`src/rtl/pipeline_t.sv`:
```
// ---------------------------------------------------------------------------
// pipeline_t : fetch stage feeding the D pipeline register.
//
// Owns the fetch PC and runs a req/ack handshake with instruction memory.
// Returned words are buffered in a two-entry queue: an output register and a
// skid register behind it. The output register drives t_inst,
// t_next_inst_pc and dbg_t_pc. A branch/jump redirect discards queued
// entries and any in-flight fetch, then refetches from the new target.
//
// Ports
//   clk            in   1   clock, rising edge
//   resetn         in   1   asynchronous active-low reset
//   d_stall        in   1   D cannot accept; output entry held
//   redirect       in   1   one-cycle pulse: flush, refetch at redirect_pc
//   redirect_pc    in   32  redirect target (bits [1:0] ignored)
//   imem_req       out  1   fetch request; address stable while high
//   imem_addr      out  32  fetch byte address
//   imem_ack       in   1   transfer completes when imem_req & imem_ack
//   imem_rdata     in   32  instruction word, valid in the ack cycle
//   t_valid        out  1   outputs hold a real instruction
//   t_inst         out  32  instruction word, 0 (nop) when !t_valid
//   t_next_inst_pc out  32  fetch address + 4, 0 when !t_valid
//   dbg_t_pc       out  32  fetch address, BUBBLE_PC when !t_valid
// ---------------------------------------------------------------------------
module pipeline_t #(
    parameter logic [31:0] RESET_PC  = 32'h0000_0000,
    parameter logic [31:0] BUBBLE_PC = 32'h0000_0001
) (
    input  logic        clk,
    input  logic        resetn,
    input  logic        d_stall,
    input  logic        redirect,
    input  logic [31:0] redirect_pc,
    output logic        imem_req,
    output logic [31:0] imem_addr,
    input  logic        imem_ack,
    input  logic [31:0] imem_rdata,
    output logic        t_valid,
    output logic [31:0] t_inst,
    output logic [31:0] t_next_inst_pc,
    output logic [31:0] dbg_t_pc
);

    typedef enum logic {RUN, DRAIN} state_t;

    typedef struct packed {
        logic [31:0] inst;
        logic [31:0] pc;
    } entry_t;

    state_t      state, state_nx;
    logic [31:0] pc, pc_nx;
    logic [31:0] pend_addr, pend_nx;
    logic        run_en;
    entry_t      out_q, out_nx, skid_q, skid_nx;
    logic        out_valid, out_valid_nx;
    logic        skid_valid, skid_valid_nx;

    logic        xfer;
    logic        accept;
    logic        consume;
    entry_t      fetched;
    logic [31:0] redir_aligned;

    // run_en keeps imem_req low while reset is asserted and for the first
    // edge afterwards; request/address are functions of registers only.
    assign imem_req  = run_en & ((state == DRAIN) | ~skid_valid);
    assign imem_addr = (state == DRAIN) ? pend_addr : pc;

    assign xfer          = imem_req & imem_ack;
    assign accept        = (state == RUN) & xfer & ~redirect;
    assign consume       = out_valid & ~d_stall;
    assign fetched       = '{inst: imem_rdata, pc: pc};
    assign redir_aligned = {redirect_pc[31:2], 2'b00};

    always_comb begin
        state_nx      = state;
        pc_nx         = pc;
        pend_nx       = pend_addr;
        out_nx        = out_q;
        out_valid_nx  = out_valid;
        skid_nx       = skid_q;
        skid_valid_nx = skid_valid;

        if (redirect) begin
            out_valid_nx  = 1'b0;
            skid_valid_nx = 1'b0;
            pc_nx         = redir_aligned;
            if (state == RUN) begin
                // An unanswered request must still complete; park its
                // address and swallow the response in DRAIN.
                if (imem_req && !imem_ack) begin
                    pend_nx  = pc;
                    state_nx = DRAIN;
                end
            end else if (imem_ack) begin
                state_nx = RUN;
            end
        end else begin
            if (state == DRAIN && xfer)
                state_nx = RUN;

            if (accept)
                pc_nx = pc + 32'd4;

            if (consume) begin
                if (skid_valid) begin
                    // imem_req is low while skid is full, so no accept here.
                    out_nx        = skid_q;
                    skid_valid_nx = 1'b0;
                end else if (accept) begin
                    out_nx = fetched;
                end else begin
                    out_valid_nx = 1'b0;
                end
            end else if (accept) begin
                if (!out_valid) begin
                    out_nx       = fetched;
                    out_valid_nx = 1'b1;
                end else begin
                    skid_nx       = fetched;
                    skid_valid_nx = 1'b1;
                end
            end
        end
    end

    always_ff @(posedge clk or negedge resetn) begin
        if (!resetn) begin
            state      <= RUN;
            pc         <= RESET_PC;
            pend_addr  <= RESET_PC;
            run_en     <= 1'b0;
            out_q      <= '0;
            out_valid  <= 1'b0;
            skid_q     <= '0;
            skid_valid <= 1'b0;
        end else begin
            state      <= state_nx;
            pc         <= pc_nx;
            pend_addr  <= pend_nx;
            run_en     <= 1'b1;
            out_q      <= out_nx;
            out_valid  <= out_valid_nx;
            skid_q     <= skid_nx;
            skid_valid <= skid_valid_nx;
        end
    end

    assign t_valid        = out_valid;
    assign t_inst         = out_valid ? out_q.inst : 32'h0;
    assign t_next_inst_pc = out_valid ? (out_q.pc + 32'd4) : 32'h0;
    assign dbg_t_pc       = out_valid ? out_q.pc : BUBBLE_PC;

endmodule
```
`config.mk`:
```
export PLATFORM = sky130hd
export DESIGN_NAME = pipeline_t
export DESIGN_NICKNAME = d
export VERILOG_FILES = /design/src/rtl/pipeline_t.sv
export SDC_FILE = /design/constraint.sdc
export NUM_CORES = 1
export LEC_CHECK = 0
export CORE_ASPECT_RATIO = 2
export CORE_UTILIZATION = 50
export DETAILED_ROUTE_END_ITERATION = 16
export DONT_BUFFER_PORTS = 1
export GPL_TIMING_DRIVEN = 0
export HOLD_SLACK_MARGIN = 0.1
export PLACE_DENSITY = 0.69
export SLEW_MARGIN = 20
export SYNTH_ARGS = -nofsm -noshare
export SYNTH_HDL_FRONTEND = slang
export SYNTH_SLANG_ARGS = --single-unit
export TNS_END_PERCENT = 5
```
`constraint.sdc`:
```
create_clock -name clk -period 3.7 [get_ports clk]
set_input_delay 0.37 -clock clk [delete_from_list [all_inputs] [get_ports clk]]
set_output_delay 0.37 -clock clk [all_outputs]
set_load 0.01 [all_outputs]
```
# Yosys cells after proc, flatten, opt, wreduce, memory -nomap -nowiden
# Cells that the tools add are included.
dict set report op_classes {
  n_reduce_logical 14
  mux 25
  n_eq_ne 3
  add_sub_neg 2
  n_bitwise 11
}
# cell n
set op_table {}
lappend op_table {{64-bit 2-to-1 mux} 5}
lappend op_table {{32-bit 2-to-1 mux} 6}
lappend op_table {{32-bit by 3-bit adder with 32-bit output, second input constant} 2}
lappend op_table {{1-bit 2-to-1 mux} 14}
lappend op_table {{4-bit AND reduction} 2}
lappend op_table {{2-bit nonzero test} 4}
lappend op_table {{3-bit != test, second input constant} 2}
lappend op_table {{3-bit AND reduction} 2}
lappend op_table {{3-bit nonzero test} 2}
lappend op_table {{1-bit bitwise AND} 5}
lappend op_table {{1-bit inverter} 5}
lappend op_table {{1-bit logical AND} 2}
lappend op_table {{2-bit by 1-bit != test with 1-bit output, second input constant} 1}
lappend op_table {{2-bit AND reduction} 1}
lappend op_table {{1-bit zero test} 1}
lappend op_table {{1-bit bitwise OR} 1}
dict set report totals {
  output_inout_bits 130
  word_cells 65
  ff_bits 196
}

# Logic depth before layout (Yosys ltp)
dict set report depth {
  depth_word 10
  mapped_depth 8
  ltp_nobuf 5
}

# Worst setup path before layout
# No wires, ideal clock.
dict set report synth_path {
  path_kind {register to output}
  start {register out_q[4] in the netlist's numbering}
  end {output t_next_inst_pc[21]}
  required_time_ns 3.330
  stages_incl_launch_ff 6
  path_buffers 1
  arrival_time_ns 1.743
  path_slack_ns 1.587
  cell_sequence {dfrtp_1 > and4_1 > buf_1 > nand4_1 > or3_1 > a21oi_1}
}
dict set report synth_via {
  elab_chain_len 2
}
# element line
set synth_rtl {}
lappend synth_rtl {{start, declared} 55} ;# entry_t out_q, out_nx, skid_q, skid_nx;
lappend synth_rtl {{start signal, assigned} 143} ;# out_q <= out_nx;
lappend synth_rtl {{32-bit by 3-bit adder with 32-bit output} 152} ;# assign t_next_inst_pc = out_valid ? (out_q.pc + 32'd4) : 32'h0;
lappend synth_rtl {{32-bit 2-to-1 mux} 152}
lappend synth_rtl {{end, declared} 40} ;# output logic [31:0] t_next_inst_pc,
# Every way passes these cells.

# Worst setup path in the final report
dict set report layout_path {
  start {register out_q[4] in the netlist's numbering}
  end {output t_next_inst_pc[19]}
}
# Same word-level chain as after synthesis.

==> results.yml <==
place:
  dpl_cell_area_um2: 10100
  dpl.cell_count: 1194
  place_congestion: 0.909
  portBuffers: 0
  dp_hpwl_mm: 18.0
outcome:
  violations: "hold timing"
  outcome: "complete, but fails checks"
worst_setup_path:
  slowest_delay_ns: 0.46
  arrival_ns: 2.80
  crit_fanout: 10
  end_kind: "output port"
  required_ns: 3.33
  path_class: "register to output port"
  startpoint_type: "register"
  slowest_stage: "dfrtp_1"
  crit_path_cell_trace: "and4_1 > buf_1 > nand4_1 > or3_1 > a21oi_1"
sta:
  fmaxAchievable_ghz: 0.315
  final-hold-violation-count: 188
  min_period_over_period_pct: 85.8
  slew_headroom_pct: 45.5
  fin_hold_ws_ns: -0.359
  rsz0062_at_grt: "false"
  clock_skew_ns: 0.0142
  tns_ns: 0
  fin_crit_ns: 3.17
  setup_violations: 0
  drv_slew: 0
  worst_slew_pin_slew_ns: 0.813
power:
  cellPowerDensity_nw_per_um2: 485
  vdd.ir_drop.worst_mv: 0.283
  cellLeakagePower_uw: 0.00516
layout:
  fillers: 1657
  nets: 1087
  area_growth_pct: 15.4
  drive_gt1_share_pct: 17.4
  fin_cells: 1285
  fin_area_um2: 11200
clocking:
  cts_made_buffers: 17
  clock-sinks: 188
  clkTransAtPathRegs_ns: 0.07
  clk_latency_ns: 0.43
  cts_max_level: 4
  cts.repair.resized: 0
  tritoncts: "done"
  cts_hold_buf: 57
  root_buffer: "clkbuf_16"
  cts_buffer_depth: 2
  post_cts_buffers: 0
synth:
  netlist_top_cells_count: "dfrtp_1, mux2_2, nand2_1"
  yosysTopAreaCellShare_pct: 48.3
  synth_top_flop_cell: "dfrtp_1"
  ys_seq_area_share_pct: 48.3
  netlist-cell-type-count: 38
  synth_compound_area_share_pct: 8.64
  synth_xor_area_share_pct: 1.98
  synth_top_family_by_area: "multiplexers"
  synth_simple_gate_area_share_pct: 16.4
  syn_inst: 935
  yosysMostFrequentCell: "dfrtp_1"
  synth_mux_area_share_pct: 20.2
  synth_seq_cells: 188
  syn_area_per_cell_um2: 10.4
  synth_top_area_cell: "dfrtp_1"
  synth_edf_count: 0
  netlist_area_um2: 9730
  synthTopCellsByArea: "dfrtp_1, mux2_2, mux2i_1"
  ys_warn_count: 0
  synthAdderAreaFrac_pct: 0.257
  async_reset_ff_share_pct: 100
floorplanning:
  num_io_pins: 199
  core-area_um2: 18900
  rows: 71
  die_w_um: 101
  die_area_um2: 20100
  initial_utilization_pct: 51.4
  die_y_um: 199
job:
  maxCapViolCount: 0
drt:
  top_layer_used: "met4"
  final_antenna_net_count: 0
  wl_met2_mm: 13.7
  via_per_inst: 5.73
  wl_per_cell_um: 19.3
  wl_met1_mm: 9.28
  wl_met3_mm: 1.15
  dr_total_vias: 7359
  drc: 0
  routed_wl_mm: 24.8
  drtPass1Iterations: 5
  drt_iter0_drc: 237
grt:
  gr-total-overflow: 0
  grtUsageTotal_pct: 25.7
  antenna_found_initial: 1
  grt_pass1_wl_mm: 39.1
  grt_start_max_net_pins: 189
  grt_pass1_vias: 7396
hold_path:
  worstHoldPathType: "input port to asynchronous set/reset pin"
## layout make-up
type / count / area (um2) / area share (%)
multi-input cells: 664 / 4650 / 41.4
diodes: 1 / 2.50 / 0.0223
clock buffers: 19 / 443 / 3.94
well taps: 255 / 319 / 2.84
repair buffers: 58 / 581 / 5.17
plain buffers: 80 / 364 / 3.24
inverters: 7 / 26.3 / 0.234
clock inverters: 13 / 138 / 1.23
flip-flops and latches: 188 / 4700 / 41.9
## worst paths after layout
| path | from | endpoint | slack, ns | depth (start not counted) |
|---|---|---|---|---|
| min in group clk | redirect_pc[24] | pc[24] | 0.12 | 2 |
| worst min-delay path | resetn | pend_addr[3] | -0.36 | 0 |
| worst max register to register | t_valid | out_q[53] | 1.10 | 6 |
| worst max-delay path | out_q[4] | t_next_inst_pc[19] | 0.53 | 5 |
| worst min register to register | out_q[41] | out_q[41] | 0.47 | 2 |
| max in group asynchronous | resetn | out_q[3] | 3.73 | 0 |
## kinds of logic (layout without fill, tap and decap cells)
logic type / count (synthesis) / in the layout
other: 2 / 7
XOR/XNOR: 22 / 22
AND/OR/NAND/NOR: 300 / 300
AO/OA/AOI/OAI: 152 / 152
flip-flops: 188 / 188
multiplexers: 182 / 182
buffers and inverters: 87 / 177
adder cells (fa/ha/maj): 2 / 2
## flip-flops by register name, summed over array words and instances (netlist names)
signal / count
state: 1
run_en: 1
pc: 30
skid_valid: 1
out_q: 62
t_valid: 1
pend_addr: 30
skid_q: 62
## critical path, delay by kind of cell, from the launching register on
family,cells,cell delay (ns)
buf+inv,1,0.42
simple gates,3,1.17
compound gates,1,0.33
flops,1,0.46
## per-layer routing
layer / vias to the layer above / global-route usage (%)
li1: 3456 / -
met1: 3639 / 28.5
met2: 214 / 47.3
met3: 50 / 4.27
met4: 0 / 11.3
met5: - / 0
## layout by cell type (no fill, tap or decap), types with 3 or more instances in the layout
| cell | n |
|---|---|
| buf_1 | 7 |
| or3_1 | 14 |
| inv_6 | 4 |
| and4_1 | 8 |
| and3_1 | 7 |
| clkbuf_1 | 48 |
| buf_4 | 5 |
| or4_1 | 20 |
| mux2_2 | 119 |
| nand3_1 | 17 |
| nand2b_1 | 5 |
| and2_1 | 65 |
| inv_1 | 5 |
| xor2_1 | 13 |
| dfrtp_1 | 188 |
| xnor2_1 | 9 |
| nand4_1 | 20 |
| nand2_1 | 100 |
| buf_2 | 18 |
| conb_1 | 6 |
| nor3_1 | 3 |
| clkinv_2 | 5 |
| clkbuf_16 | 17 |
| a21oi_1 | 14 |
| nor2_1 | 32 |
| a31oi_1 | 18 |
| buf_6 | 3 |
| mux2i_1 | 63 |
| o31ai_1 | 20 |
| nor4_1 | 3 |
| o21ai_0 | 98 |
| dlygate4sd3_1 | 58 |
## per-stage QoR
| step | power [uW] | utilization, % | hold WS, ns | worst slack, ns |
|---|---|---|---|---|
| after CTS | 5490 | 59.3 | -0.382 | 0.533 |
| after global routing | 5730 | 59.3 | -0.387 | 0.386 |
| final | 5450 | 59.3 | -0.359 | 0.527 |
| after global placement | 3560 | 53.2 | 0.0804 | 1.01 |
| after floorplan | 3360 | - | 0.0744 | 1.59 |
| after detailed placement | 3610 | 53.2 | 0.0790 | 1.00 |
## report_power, final
group	switching (uW)	internal, uW
sequential	292	2440
clock	809	1020
combinational	458	430
total	1560	3890
Note: power is estimated with default switching activity, not from simulation.
